`src/rtl/capture_ctrl.sv`:
```
// capture_ctrl: circular-buffer sample capture with a masked pattern trigger and
// oldest-first valid/ready readback from an external synchronous sample RAM.
module capture_ctrl #(
   parameter int ADDR_W = 13,
   parameter int DATA_W = 8
) (
   input  logic              CLK,
   input  logic              RST_N,
   input  logic              SAMPLE_EN,
   input  logic [DATA_W-1:0] PROBE,
   input  logic              ARM,
   input  logic              ABORT,
   input  logic [DATA_W-1:0] TRIG_MASK,
   input  logic [DATA_W-1:0] TRIG_VALUE,
   input  logic [ADDR_W-1:0] POST_COUNT,
   input  logic              RD_START,
   input  logic              RD_READY,
   output logic [DATA_W-1:0] RD_DATA,
   output logic              RD_VALID,
   output logic              RD_LAST,
   output logic              BUSY,
   output logic              TRIGGERED,
   output logic              DONE,
   output logic [ADDR_W-1:0] TRIG_ADDR,
   output logic              RAM_EN,
   output logic              RAM_WE,
   output logic [ADDR_W-1:0] RAM_ADDR,
   output logic [DATA_W-1:0] RAM_DIN,
   input  logic [DATA_W-1:0] RAM_DOUT,
   output logic [2:0]        dbg_state
);

   // Readback handshake: RD_DATA/RD_VALID/RD_LAST are held until RD_READY is
   // seen with RD_VALID high; the sample transfers on that rising edge.

   typedef enum logic [2:0] {S_IDLE, S_ARMED, S_POST, S_DONE, S_READ} state_t;
   state_t state, state_nx;

   logic [ADDR_W-1:0] wr_ptr, post_left, post_cnt_q, wr_addr_q, rd_addr;
   logic [DATA_W-1:0] trig_mask_q, trig_value_q, wr_din_q;
   logic [ADDR_W:0]   rd_remaining, rd_len;
   logic              wrapped, wr_en_q, rd_inflight;
   logic              arm_go, match, wr_go, trig_go, rd_go, rd_issue, rd_xfer;

   always_comb begin
      arm_go   = ARM && !ABORT && (state == S_IDLE || state == S_DONE);
      match    = ((PROBE ^ trig_value_q) & trig_mask_q) == '0;
      wr_go    = SAMPLE_EN && !ABORT &&
                 (state == S_ARMED || (state == S_POST && post_left != '0));
      trig_go  = wr_go && state == S_ARMED && match;
      rd_len   = wrapped ? {1'b1, {ADDR_W{1'b0}}} : {1'b0, wr_ptr};
      rd_go    = RD_START && !ABORT && !ARM && state == S_DONE && rd_len != '0;
      // one read outstanding at a time, and only when the output slot frees up
      rd_issue = state == S_READ && !ABORT && rd_remaining != '0 && !rd_inflight &&
                 (!RD_VALID || RD_READY);
      rd_xfer  = RD_VALID && RD_READY;
   end

   always_comb begin
      state_nx  = state;
      BUSY      = state == S_ARMED || state == S_POST || state == S_READ;
      DONE      = state == S_DONE;
      RAM_EN    = wr_en_q || rd_issue;
      RAM_WE    = wr_en_q;
      RAM_ADDR  = (state == S_READ) ? rd_addr : wr_addr_q;
      RAM_DIN   = wr_din_q;
      dbg_state = state;
      if (ABORT) begin
         state_nx = S_IDLE;
      end else begin
         case (state)
            S_IDLE:  if (ARM) state_nx = S_ARMED;
            S_ARMED: if (trig_go) state_nx = S_POST;
            S_POST:  if (post_left == '0) state_nx = S_DONE;
            S_DONE:  if (ARM) state_nx = S_ARMED;
                     else if (rd_go) state_nx = S_READ;
            S_READ:  if (rd_xfer && RD_LAST) state_nx = S_DONE;
            default: state_nx = S_IDLE;
         endcase
      end
   end

   always_ff @(posedge CLK or negedge RST_N) begin
      if (!RST_N) state <= S_IDLE;
      else        state <= state_nx;
   end

   always_ff @(posedge CLK or negedge RST_N) begin
      if (!RST_N) begin
         wr_ptr       <= '0;
         wrapped      <= 1'b0;
         post_left    <= '0;
         post_cnt_q   <= '0;
         trig_mask_q  <= '0;
         trig_value_q <= '0;
         TRIGGERED    <= 1'b0;
         TRIG_ADDR    <= '0;
         wr_en_q      <= 1'b0;
         wr_addr_q    <= '0;
         wr_din_q     <= '0;
         rd_addr      <= '0;
         rd_remaining <= '0;
         rd_inflight  <= 1'b0;
         RD_DATA      <= '0;
         RD_VALID     <= 1'b0;
         RD_LAST      <= 1'b0;
      end else begin
         wr_en_q <= wr_go;
         if (wr_go) begin
            wr_addr_q <= wr_ptr;
            wr_din_q  <= PROBE;
            wr_ptr    <= wr_ptr + ADDR_W'(1);
            if (&wr_ptr) wrapped <= 1'b1;
         end
         if (wr_go && state == S_POST) post_left <= post_left - ADDR_W'(1);
         if (trig_go) begin
            TRIG_ADDR <= wr_ptr;
            TRIGGERED <= 1'b1;
            post_left <= post_cnt_q;
         end
         if (arm_go) begin
            wr_ptr       <= '0;
            wrapped      <= 1'b0;
            TRIGGERED    <= 1'b0;
            post_cnt_q   <= POST_COUNT;
            trig_mask_q  <= TRIG_MASK;
            trig_value_q <= TRIG_VALUE;
         end

         // oldest sample sits at wr_ptr once the ring has wrapped
         rd_inflight <= rd_issue;
         if (rd_go) begin
            rd_addr      <= wrapped ? wr_ptr : '0;
            rd_remaining <= rd_len;
         end
         if (rd_issue) begin
            rd_addr      <= rd_addr + ADDR_W'(1);
            rd_remaining <= rd_remaining - (ADDR_W+1)'(1);
         end
         if (rd_xfer) begin
            RD_VALID <= 1'b0;
            RD_LAST  <= 1'b0;
         end
         if (rd_inflight) begin
            RD_DATA  <= RAM_DOUT;
            RD_VALID <= 1'b1;
            RD_LAST  <= rd_remaining == '0;
         end
         if (ABORT) begin
            TRIGGERED   <= 1'b0;
            RD_VALID    <= 1'b0;
            RD_LAST     <= 1'b0;
            rd_inflight <= 1'b0;
         end
      end
   end

endmodule

```
`config.mk`:
```
export PLATFORM = sky130hd
export DESIGN_NAME = capture_ctrl
export DESIGN_NICKNAME = d
export VERILOG_FILES = /design/src/rtl/capture_ctrl.sv
export SDC_FILE = /design/constraint.sdc
export NUM_CORES = 1
export LEC_CHECK = 0
export CAP_MARGIN = 20
export CORE_ASPECT_RATIO = 1.5
export CORE_MARGIN = 2
export CORE_UTILIZATION = 35
export CTS_CLUSTER_DIAMETER = 80
export DETAILED_ROUTE_END_ITERATION = 7
export GPL_TIMING_DRIVEN = 1
export HOLD_SLACK_MARGIN = 0.06
export PLACE_DENSITY = 0.57
export REMOVE_ABC_BUFFERS = 1
export SETUP_SLACK_MARGIN = 0.1
export SYNTH_ARGS = -nofsm -noshare
export SYNTH_HDL_FRONTEND = slang
export SYNTH_SLANG_ARGS = --single-unit
```
`constraint.sdc`:
```
create_clock -name CLK -period 2.95 [get_ports CLK]
set_clock_uncertainty 0.05 [all_clocks]
set_input_delay 0.295 -clock CLK [delete_from_list [all_inputs] [get_ports CLK]]
set_output_delay 0.295 -clock CLK [all_outputs]
set_load 0.05 [all_outputs]
```
Yosys cells after proc, flatten, opt, wreduce, memory -nomap -nowiden
Cells that the tools add are included.
{"block": "word_totals", "mem_count": 0, "out_inout_bits": 52, "ram_bits": 0, "latch_bits": 0, "input_bits": 52, "romBits": 0, "elab_cells": 108, "regBits": 133}
{"block": "classes", "n_lt_le_gt_ge": 0, "add_sub_neg": 4, "div_mod_pow": 0, "n_shift": 0, "reduce_logical": 44, "bitwise": 2, "mux": 31, "eq_ne": 9, "multipliers": 0}
{"op": "$mux 13", "n": 8}
{"op": "$mux 14", "n": 3}
{"op": "$reduce_bool 14->1", "n": 2}
{"op": "$add 13x1->13 const B", "n": 2}
{"op": "$mux 3", "n": 7}
{"op": "$logic_and 1x1->1", "n": 18}
{"op": "$pmux 3 s5", "n": 1}
{"op": "$logic_not 14->1", "n": 1}
{"op": "$sub 14x1->14 const B", "n": 1}
{"op": "$logic_not 13->1", "n": 1}
{"op": "$reduce_and 13->1", "n": 1}
{"op": "$reduce_bool 13->1", "n": 1}
{"op": "$sub 13x1->13 const B", "n": 1}
{"op": "$mux 1", "n": 12}
{"op": "$and 8x8->8", "n": 1}
{"op": "$logic_not 8->1", "n": 1}
{"op": "$reduce_bool 2->1", "n": 4}
{"op": "$xor 8x8->8", "n": 1}
{"op": "$eq 3x2->1 const B", "n": 2}
{"op": "$logic_or 1x1->1", "n": 6}
{"op": "$ne 3x2->1 const B", "n": 2}
{"op": "$ne 3x3->1 const B", "n": 2}
{"op": "$reduce_bool 3->1", "n": 2}
{"op": "$reduce_and 5->1", "n": 1}
{"op": "6 further kinds", "n": 9}

Longest topological paths before layout
Gate-level depths: netlist of run 1.
{"block": "logic_depth", "ltp_word": 9, "mapped_depth": 10, "ltp_nobuf": 8}

Least setup slack after synthesis of run 1
OpenSTA, ideal clock, no wires.
{"block": "synth_timing", "path_kind": "reg-to-output", "start": "register state[2] (netlist: dbg_state[2])", "end": "output RAM_EN", "path_slack_ns": 0.237, "required_ns": 2.605, "path_stages_with_launch": 8, "path_buffers": 3, "arrival_ns": 2.368, "path_cell_list": "dfrtp_1 -> buf_4 -> nor3b_4 -> nor4b_2 -> a21bo_1 -> buf_6 -> clkbuf_1 -> nand2b_1"}
{"block": "synth_between", "elab_chain_cells": 6}
{"item": "start, declared", "line_no": "37", "text": "state_t state, state_nx;"}
{"item": "start signal, assigned", "line_no": "85", "text": "else state <= state_nx;"}
{"item": "$eq 3x3->1", "line_no": "54", "text": "rd_issue = state == S_READ && !ABORT && rd_remaining != '0 && !rd_inflight &&"}
{"item": "$logic_and 1x1->1 (4 in a row)", "line_no": "54"}
{"item": "$logic_or 1x1->1", "line_no": "63", "text": "RAM_EN = wr_en_q || rd_issue;"}
{"item": "end, declared", "line_no": "25", "text": "output logic RAM_EN,"}
No other way between the ends.

Worst setup path after layout of run 1
{"block": "layout_timing", "start": "register rd_remaining[0]", "end": "output RAM_EN"}
{"block": "layout_between", "elab_chain_cells": 5}
{"item": "start, declared", "line_no": "41", "text": "logic [ADDR_W:0] rd_remaining, rd_len;"}
{"item": "start signal, assigned", "line_no": "134", "text": "rd_remaining <= rd_len;"}
{"item": "start signal, assigned", "line_no": "138", "text": "rd_remaining <= rd_remaining - (ADDR_W+1)'(1);"}
{"item": "$reduce_bool 14->1", "line_no": "54"}
{"item": "$logic_and 1x1->1 (3 in a row)", "line_no": "54"}
{"item": "$logic_or 1x1->1", "line_no": "63"}
No other way between the ends.

==> results of run 1 <==
## area by class of cell
type                    count  share of cell area
well taps                 252              0.0362
repair buffers            144               0.156
clock buffers              20              0.0524
multi-input cells         454               0.351
clock inverters            12              0.0121
flip-flops and latches    133               0.382
inverters                  24              0.0106
## cell families (layout without fill, tap and decap cells)
group	after synthesis	count (layout)	synth area share
flip-flops	133	133	0.504
AND/OR/NAND/NOR	253	253	0.190
multiplexers	66	66	0.114
AO/OA/AOI/OAI	120	121	0.131
adder cells (fa/ha/maj)	4	4	0.00757
buffers and inverters	61	200	0.0398
XOR/XNOR	10	10	0.0133
## Yosys cell counts (6+ instances only)
cell	instances
inv_1	23
o21ai_0	23
a31oi_1	7
o311ai_0	7
xor2_1	9
and3_1	10
nand2_1	111
buf_2	7
nor2_1	27
dfrtp_1	133
a21oi_1	17
o211ai_1	6
nand3_1	24
or3_1	14
nor3_1	17
a221o_1	9
mux2_2	55
mux2i_1	6
nand4_1	6
clkbuf_1	25
a211oi_1	6
nor4_1	9
## layer usage
| layer | share of wire | GRT usage | wire (um) |
|---|---|---|---|
| met5 | 0 | 0 | 0 |
| met1 | 0.39 | 0.216 | 7290 |
| met2 | 0.54 | 0.346 | 10100 |
| met4 | 0.032 | 0.0921 | 586 |
| met3 | 0.032 | 0.0343 | 586 |
## registers in the layout, summed over array words and instances (netlist names)
register      flops
rd_remaining     14
TRIG_ADDR        13
post_cnt_q       13
post_left        13
rd_addr          13
wr_addr_q        13
wr_ptr           13
RAM_DIN           8
RD_DATA           8
trig_mask_q       8
trig_value_q      8
dbg_state         3
RAM_WE            1
RD_LAST           1
RD_VALID          1
TRIGGERED         1
rd_inflight       1
wrapped           1
## power groups by stage
stage / sequential, mW / combinational (mW) / clock [mW]
after floorplan: 3.19 / 1.18 / 0
after global placement: 2.80 / 2.47 / 0
after detailed placement: 2.82 / 2.51 / 0
after CTS: 2.79 / 2.53 / 2.06
after global routing: 2.88 / 2.75 / 2.14
final: 2.80 / 2.54 / 2.00
## metrics by stage
step | utilization | cells | setup slack (ps) | power (mW)
floorplan | - | 610 | -834 | 4.38
global placement | 0.433 | 996 | 181 | 5.27
detailed placement | 0.433 | 996 | 109 | 5.34
CTS | 0.464 | 1030 | 105 | 7.38
global route | 0.470 | 1039 | 41.6 | 7.77
finish | 0.470 | 1039 | 151 | 7.34
## placed cells by master, fill, tap and decap left out, types with 5 or more instances in the layout
cell / n
nor3_1: 16
clkdlybuf4s50_1: 88
and3_1: 10
nor2b_1: 5
xor2_1: 9
mux2_2: 55
buf_4: 51
a21oi_1: 17
or3_1: 14
nor4_1: 9
o311ai_0: 7
o211ai_1: 6
clkinvlp_4: 5
o21ai_0: 23
nand4_1: 6
o21a_1: 5
nor2_1: 27
nand2_1: 111
mux2_4: 5
clkbuf_16: 18
a221o_1: 9
inv_1: 22
or4_1: 5
dfrtp_1: 133
nand3_1: 24
a211oi_1: 6
a31oi_1: 7
mux2i_1: 6
## timing repair
action	4_1_cts	5_1_grt
gates cloned	0	2
buffers inserted	1	7
pin swaps	1	2
setup endpoints to repair	1	13
gates resized for setup	2	3
endpoints found under the hold margin	19	0
hold buffers	1	0
## final timing paths
| kind | from | endpoint | depth (start not counted) |
|---|---|---|---|
| setup reg to reg | rd_remaining[0]$_DFFE_PN0P_ | rd_addr[11]$_DFFE_PN0P_ | 10 |
| hold reg to reg | trig_mask_q[1]$_DFFE_PN0P_ | trig_mask_q[1]$_DFFE_PN0P_ | 2 |
| hold / removal | RST_N | TRIG_ADDR[3]$_DFFE_PN0P_ | 2 |
| max in group asynchronous | RST_N | rd_remaining[6]$_DFFE_PN0P_ | 3 |
| setup / recovery | rd_remaining[0]$_DFFE_PN0P_ | RAM_EN | 8 |
| min in group CLK | TRIG_VALUE[0] | trig_value_q[0]$_DFFE_PN0P_ | 3 |
==> results.md, run 1 <==
- Status: finished, final reports clean
- WL/cell: 17.8 um
- Synthesized cell area: approximately 6600 sq um
- Post-layout min period: 2800 ps
- Vias: 5,567
- CORE AREA: between 15,000 and 20,000 sq um
- EDFF count, synth: 0
- First DRT Iteration DRCs: between 200 and 250
- PortBufs: 103
- Sw Share: 0.376
- CP required: 2610 ps
- Largest delay contributor family on the critical path: simple AND/OR/NAND/NOR gates
- Max-cap violations: 0
- Largest net degree at the start of global routing: 82
- Yosys top cell area share: 0.504
- Main synth FF type: dfrtp_1
- Remaining DRCs: 0
- Final period util: 0.949
- Die Span Y: 172 um
- Leakage: about 3.9 nW
- VDD IR-drop max: 0.413 mV
- Leading area contributor after synthesis: dfrtp_1
- Sequential fraction of the synthesis area: 0.504
- Die ar.: 20,000 sq um
- Syn_area_per_cell: 10.2 sq um
- Slowest cell on the critical path: or3b_4
- Area occupied by registers: 3330 sq um
- Synthesized netlist cell count: 647
- Pwr/cell area: approximately 840 nW/um^2
- Max Slew Vio Count: 0
- Worst path max stage delay: 420 ps
- Switching pwr: 2.76 mW
- DRT Pass-1 Iters: 4
- Routed Antenna Nets: 0
- WHS: 250 ps
- Synth top area cells: dfrtp_1 50%, mux2_2 9.4%, nand2_1 6.3%
- Clk Latency, worst-skew pair: 420 ps
- Dpl cell area: 8030 sq um
- Initial antenna violation count: 0
- Worst Hold Class: in2async
- Crit Path Category: reg2out
- Global-route wire length before repair: 29.4 mm
- Share of cells above drive strength 1: 0.212
- Wirelength, routed: 18.5 mm
- Die Wd: 116 um
- Avg Vias per Cell: 5.36
- Sequential Power Share: 0.381
- Max_slew headroom: 0.571
- Sink Count: 133
- Worst path buffer plus inverter count: 3
- CTS tree: yes
- Post-synth cell types: between 60 and 70
- Fillers: around 1,700
- CTS clk-pin slew, worst paths: roughly 60 ps
- Synth warn: 0
- RSZ-0062 raised after global routing: true
- Logic gate share of total power: 0.346
- CTS Buf Count: 17
- Io pins: 104
- Area taken by multi-input logic gates: 3060 sq um
- Clock Power Share: 0.273
- GRT Residual Overflow: 0
- CP most frequent cell: buf_12
- Synth async-reset ratio: 1.00
- Critical path cell sequence: inv_2, ha_4, or3b_4, nor4_4, a21bo_2, buf_12, nand2b_1, buf_12
- FF+latch count, synth: 133
- Vias in the first global route: a little under 6,000
- Level count of the clock H-tree: 4
- Worst Path Arrival: 2450 ps
- Cell Int Power: 4.58 mW
- Setup violators final: 0
- Fin. Hold Viols: 0
- Final net count: 830
- Crit end category: primary output
- F_max: between 300 and 400 MHz
- Antenna cells: 0
- Cell row count: between 60 and 70
- Final setup TNS: 0 ps
- Global placer's final weighted congestion: approximately 0.86
- Tot GR Track Use: 0.192
- Area Overhead vs Synth: 31.9%
- Startpoint types: flop
- Design area: 8720 sq um
- Worst-path fanout max: 13
- Max clock buf depth: 2
- Measured slew at the worst slew-check pin: approximately 640 ps
- Detailed Place HPWL: between 10 and 15 mm
- Reg-to-reg slack, setup: roughly 180 ps
- Root Driver: clkbuf_16
- Starting density of the core: 0.356
Note: power is estimated with default switching activity, not from simulation.
==> run 2: changes to the inputs <==
--- a/config.mk
+++ b/config.mk
@@ -16,6 +16,7 @@
 export PLACE_DENSITY = 0.57
 export REMOVE_ABC_BUFFERS = 1
 export SETUP_SLACK_MARGIN = 0.1
+export SKIP_CTS_REPAIR_TIMING = 1
 export SYNTH_ARGS = -nofsm -noshare
 export SYNTH_HDL_FRONTEND = slang
 export SYNTH_SLANG_ARGS = --single-unit
==> run 2 against run 1 <==
Die area is the same. Final area fell by 0.10%. Critical path depth stayed put. Critical path type unchanged. Core utilization hardly changed. Combinational power about the same. Clock-buffer cell count did not move. Setup slack improved by 6.5 ps. Critical endpoint unchanged. Global-route usage hardly changed. Largest cell class unchanged.
==> results.md, run 2 (same netlist as run 1, synthesis figures left out) <==
- Global placer's final weighted congestion: 0.860
- Sink Count: 133
- Status: finished, final reports clean
- Largest delay contributor family on the critical path: simple AND/OR/NAND/NOR gates
- Worst path depth: 8
- Setup violators final: 0
- Largest net degree at the start of global routing: 82
- Max Slew Vio Count: 0
- Worst-path fanout max: 13
- Final setup TNS: 0 ps
- DRT Pass-1 Iters: 5
- Placed insts: 996
- CTS Buf Count: 17
- Worst path max stage delay: about 420 ps
- PortBufs: about 100
- Die Span Y: between 150 and 200 um
- Cell Count, Final, Fillers Out: 1,037
- F_max: between 300 and 400 MHz
- CORE AREA: 18,500 sq um
- Most frequent cells in the layout: 133 x dfrtp_1, 111 x nand2_1, 88 x clkdlybuf4s50_1, 55 x mux2_2, 49 x buf_4
- Pwr/cell area: 843 nW/um^2
- Tot GR Track Use: 0.192
- Crit Path Category: reg2out
- Slowest cell on the critical path: dfrtp_1
- Commonest non-fill, non-tap cell in the layout: dfrtp_1
- Fin. Hold Viols: 0
- Starting density of the core: 0.356
- Level count of the clock H-tree: 4
- CTS clk-pin slew, worst paths: 60 ps
- First DRT Iteration DRCs: ~210
- Initial antenna violation count: 0
- Die Wd: 116 um
- Clk Latency, worst-skew pair: ~420 ps
- Avg Vias per Cell: 5.35
- WL/cell: 17.8 um
- Routed Antenna Nets: 0
- Leakage: about 3.9 nW
- Measured slew at the worst slew-check pin: 675 ps
- Critical path cell sequence: inv_2, ha_4, or3b_4, nor4_4, a21bo_4, buf_12, nand2b_1, buf_12
- Startpoint types: flop
- Crit end category: primary output
- Cell row count: 61
- Vias in the first global route: between 5,000 and 6,000
- Wirelength, routed: 18.5 mm
- CTS tree: yes
- Max-cap violations: 0
- Final WS setup: 158 ps
- Design area: about 8700 sq um
- Share of cells above drive strength 1: 0.210
- Dpl cell area: 8030 sq um
- Root Driver: clkbuf_16
- CP most frequent cell: buf_12
- Area Overhead vs Synth: 31.8%
- Post-layout min period: 2790 ps
- Worst Path Arrival: 2450 ps
- Global-route wire length before repair: just under 30 mm
- Io pins: 104
- Final net count: about 830
- Detailed Place HPWL: 12.8 mm
- Die ar.: 20,000 sq um
- Most flop-heavy register: rd_remaining
- Max clock buf depth: 2
- CP required: ~2600 ps
- Setup WS pre-CTS: ~110 ps
- Remaining DRCs: 0
- RSZ-0062 raised after global routing: true
- Worst Reg2Reg Path Length in Cells: 8
- Final period util: 0.947
- VDD IR-drop max: 0.413 mV
- GRT Residual Overflow: 0
- Vias: 5,549
- Antenna cells: 0
- Worst Hold Class: in2async
- Reg-to-reg slack, setup: between 300 and 400 ps
- Max reg flops: 14
- Worst path buffer plus inverter count: 3
- Max_slew headroom: 0.550
run 2: cell types whose count changed in the layout (fill, tap and decap cells not counted):
cell     before  now
buf_4        51   49
a21bo_2       2    1
a21bo_4       0    1
run 2: layer usage:
layer,vias to the layer above,track usage,part of all wire
li1,2598,-,-
met1,2776,0.216,0.39
met2,140,0.346,0.55
met3,35,0.0343,0.037
met4,0,0.0921,0.026
met5,-,0,0
run 2: report_power, final:
part / internal [mW] / switching (mW) / total, mW
Combinational: 1.03 / 1.51 / 2.54
Clock: 1.20 / 0.807 / 2.01
Sequential: 2.35 / 0.444 / 2.79
Total: 4.58 / 2.76 / 7.34
run 2: worst paths after layout:
| kind | start | endpoint |
|---|---|---|
| min in group CLK | TRIG_VALUE[0] | trig_value_q[0]$_DFFE_PN0P_ |
| min reg2reg | trig_mask_q[1]$_DFFE_PN0P_ | trig_mask_q[1]$_DFFE_PN0P_ |
| max reg2reg | rd_remaining[0]$_DFFE_PN0P_ | rd_addr[11]$_DFFE_PN0P_ |
| max in group asynchronous | RST_N | rd_remaining[6]$_DFFE_PN0P_ |
| max | rd_remaining[0]$_DFFE_PN0P_ | RAM_EN |
| min | RST_N | TRIG_ADDR[3]$_DFFE_PN0P_ |
run 2: per-stage QoR:
step	utilization	power, mW	hold WS, ps
after floorplan	-	4.38	-50.6
after global placement	0.433	5.27	155
after detailed placement	0.433	5.34	156
after CTS	0.463	7.37	-300
after global routing	0.469	7.77	268
final	0.469	7.34	248
run 2: layout make-up:
| class | instances | area, sq um |
|---|---|---|
| timing repair buffer | 142 | 1340 |
| clock inverter | 12 | 105 |
| inverter | 24 | 92.6 |
| tap | 252 | 315 |
| sequential | 133 | 3330 |
| multi-input combinational | 454 | 3070 |
| clock buffer | 20 | 457 |
| fill | 1729 | 9840 |
==> run 3: changes to the inputs <==
==> constraint.sdc (replaced) <==
create_clock -name CLK -period 2.7 [get_ports CLK]
set_clock_uncertainty 0.05 [all_clocks]
set_input_delay 0.27 -clock CLK [delete_from_list [all_inputs] [get_ports CLK]]
set_output_delay 0.27 -clock CLK [all_outputs]
set_load 0.05 [all_outputs]
==> run 3 against run 2 <==
Worst hold slack lost 120 ps. Clock-buffer cell count grew 1. Combinational power grew 13%. Core utilization grew 1.3 points. Via count grew 0.94%. Register-to-register slack lost 200 ps. Clock power grew 29%. Sequential share of layout area shrank 1.0 points. Routed wire length shrank 0.30%. Sequential power grew 7%. Global-route usage shrank 0.066 points. First-iteration DRC count grew 23%.
==> results.md, run 3 (same netlist as run 1, synthesis figures left out) <==
- Root Driver: clkbuf_16
- Routed Antenna Nets: 0
- Final net count: 845
- Max_slew headroom: 0.518
- Cell Count, Final, Fillers Out: between 1,000 and 1,500
- Final period util: 0.952
- Vias in the first global route: 5,790
- Pwr/cell area: between 900 and 1000 nW/um^2
- GR Util met2: 0.347
- Sink Count: around 130
- F_max: 389 MHz
- CTS Buf Count: 17
- Measured slew at the worst slew-check pin: 723 ps
- Max clock buf depth: 2
- Tot GR Track Use: 0.191
- DRT Pass-1 Iters: 4
- WHS: 130 ps
- CTS tree: yes
- Reg-to-reg slack, setup: approximately 180 ps
- First DRT Iteration DRCs: 261
- Leakage: 4.04 nW
- Area Overhead vs Synth: 35.4%
- Detailed Place HPWL: 12.7 mm
- WL/cell: about 17 um
- CP required: 2380 ps
- Grt met3 use: 0.0351
- Cell row count: 61
- Die ar.: 20,000 sq um
- Reg2reg end: rd_remaining[2]$_DFFE_PN0P_
- Antenna cells: 0
- Crit Path Category: reg2out
- Worst r2r src: rd_remaining[6]$_DFFE_PN0P_
- Post-layout min period: 2570 ps
- Clock Power Share: 0.307
- Global placer's final weighted congestion: approximately 0.86
- Overall power: 8.45 mW
- Die Wd: 116 um
- Worst Path Arrival: 2250 ps
- Starting density of the core: 0.356
- Crit end category: primary output
- Worst Hold Class: in2async
- Sw Share: 0.360
- Startpoint types: flop
- Commonest non-fill, non-tap cell in the layout: dfrtp_1
- Design area: 8950 sq um
- Logic gate share of total power: 0.340
- Placed insts: 1,008
- Die Span Y: roughly 170 um
- RSZ-0062 raised after global routing: true
- PortBufs: 103
- CTS clk-pin slew, worst paths: 60 ps
- CORE AREA: 18,500 sq um
- Share of cells above drive strength 1: 0.226
- Status: finished, final reports clean
- Worst Reg2Reg Path Length in Cells: 8
- Clk Latency, worst-skew pair: 430 ps
- Cell Int Power: 5.41 mW
- Largest net degree at the start of global routing: 93
- Most frequent cells in the layout: 132 x dfrtp_1, 111 x nand2_1, 88 x clkdlybuf4s50_1, 65 x buf_4, 55 x mux2_2
- Worst-path fanout max: 5
- Most flop-heavy register: rd_remaining
- Avg Vias per Cell: roughly 5.3
- Fin. Hold Viols: 0
- Sequential Power Share: 0.353
- CP Capture Point: RAM_EN
- Wirelength, routed: 18.4 mm
- GRT Residual Overflow: 0
- Worst setup path startpoint: rd_remaining[6]$_DFFE_PN0P_
- Global-route wire length before repair: 29.4 mm
- Max-cap violations: 0
- Io pins: ~100
- Max reg flops: 14
- Level count of the clock H-tree: 4
- Dpl cell area: 8140 sq um
- VDD IR-drop max: 0.540 mV
- Initial antenna violation count: 0
- Setup violators final: 0
- Max Slew Vio Count: 0
- Switching pwr: 3.04 mW
- Vias: approximately 5,600
- Grt peak-use layer: met2
- Remaining DRCs: 0
- Met1 Use GR: 0.219
run 3: changes by cell type in the layout (fill, tap and decap cells not counted), moves of 3 or more:
cell	change
buf_4	+16
bufinv_16	+4
clkinv_2	-3
clkinvlp_4	-3
run 3: power by group through the flow:
stage	clock network, mW	logic [mW]	registers [mW]
3_5_place_dp	0	2.85	3.01
6_report	2.60	2.88	2.98
3_3_place_gp	0	2.80	2.98
5_1_grt	2.73	3.12	3.06
4_1_cts	2.64	2.86	2.98
2_1_floorplan	0	1.29	3.49
run 3: worst min-delay path by stage:
stage / start / endpoint / cells after the start
2_1_floorplan: RST_N / RAM_DIN[0]$_DFFE_PN0P_ / 0
3_5_place_dp: RST_N / TRIG_ADDR[7]$_DFFE_PN0P_ / 1
5_1_grt: RST_N / TRIG_ADDR[7]$_DFFE_PN0P_ / 2
3_3_place_gp: RST_N / TRIG_ADDR[7]$_DFFE_PN0P_ / 1
6_report: RST_N / TRIG_ADDR[7]$_DFFE_PN0P_ / 2
4_1_cts: RST_N / TRIG_ADDR[7]$_DFFE_PN0P_ / 1
run 3: area by class of cell:
| class | count | area (sq um) |
|---|---|---|
| clock buffer | 21 | 460 |
| sequential | 133 | 3330 |
| multi-input combinational | 453 | 3040 |
| clock inverter | 11 | 196 |
| tap | 252 | 315 |
| fill | 1705 | 9600 |
| timing repair buffer | 160 | 1510 |
| inverter | 24 | 92.6 |
run 3: metrics by stage:
stage / TNS [ps] / util / worst slack (ps)
after floorplan: -71240 / - / -1080
after global placement: 0 / 0.439 / 69.4
after detailed placement: 0 / 0.439 / 46.3
after CTS: -123 / 0.474 / -123
after global routing: 0 / 0.482 / 55.3
final: 0 / 0.482 / 131
run 3: metal layers:
layer	share of wire	vias to the layer above	wire, um
li1	-	2630	-
met2	0.54	131	9920
met3	0.035	39	645
met5	0	-	0
met1	0.40	2801	7380
met4	0.026	0	484
run 3: worst max-delay path: stages, from the launching register on:
cell      delay, ps
dfrtp_1         390
or4_4           590
nor4_4          260
a21bo_4         210
buf_12          120
nand2b_1         80
buf_12          160
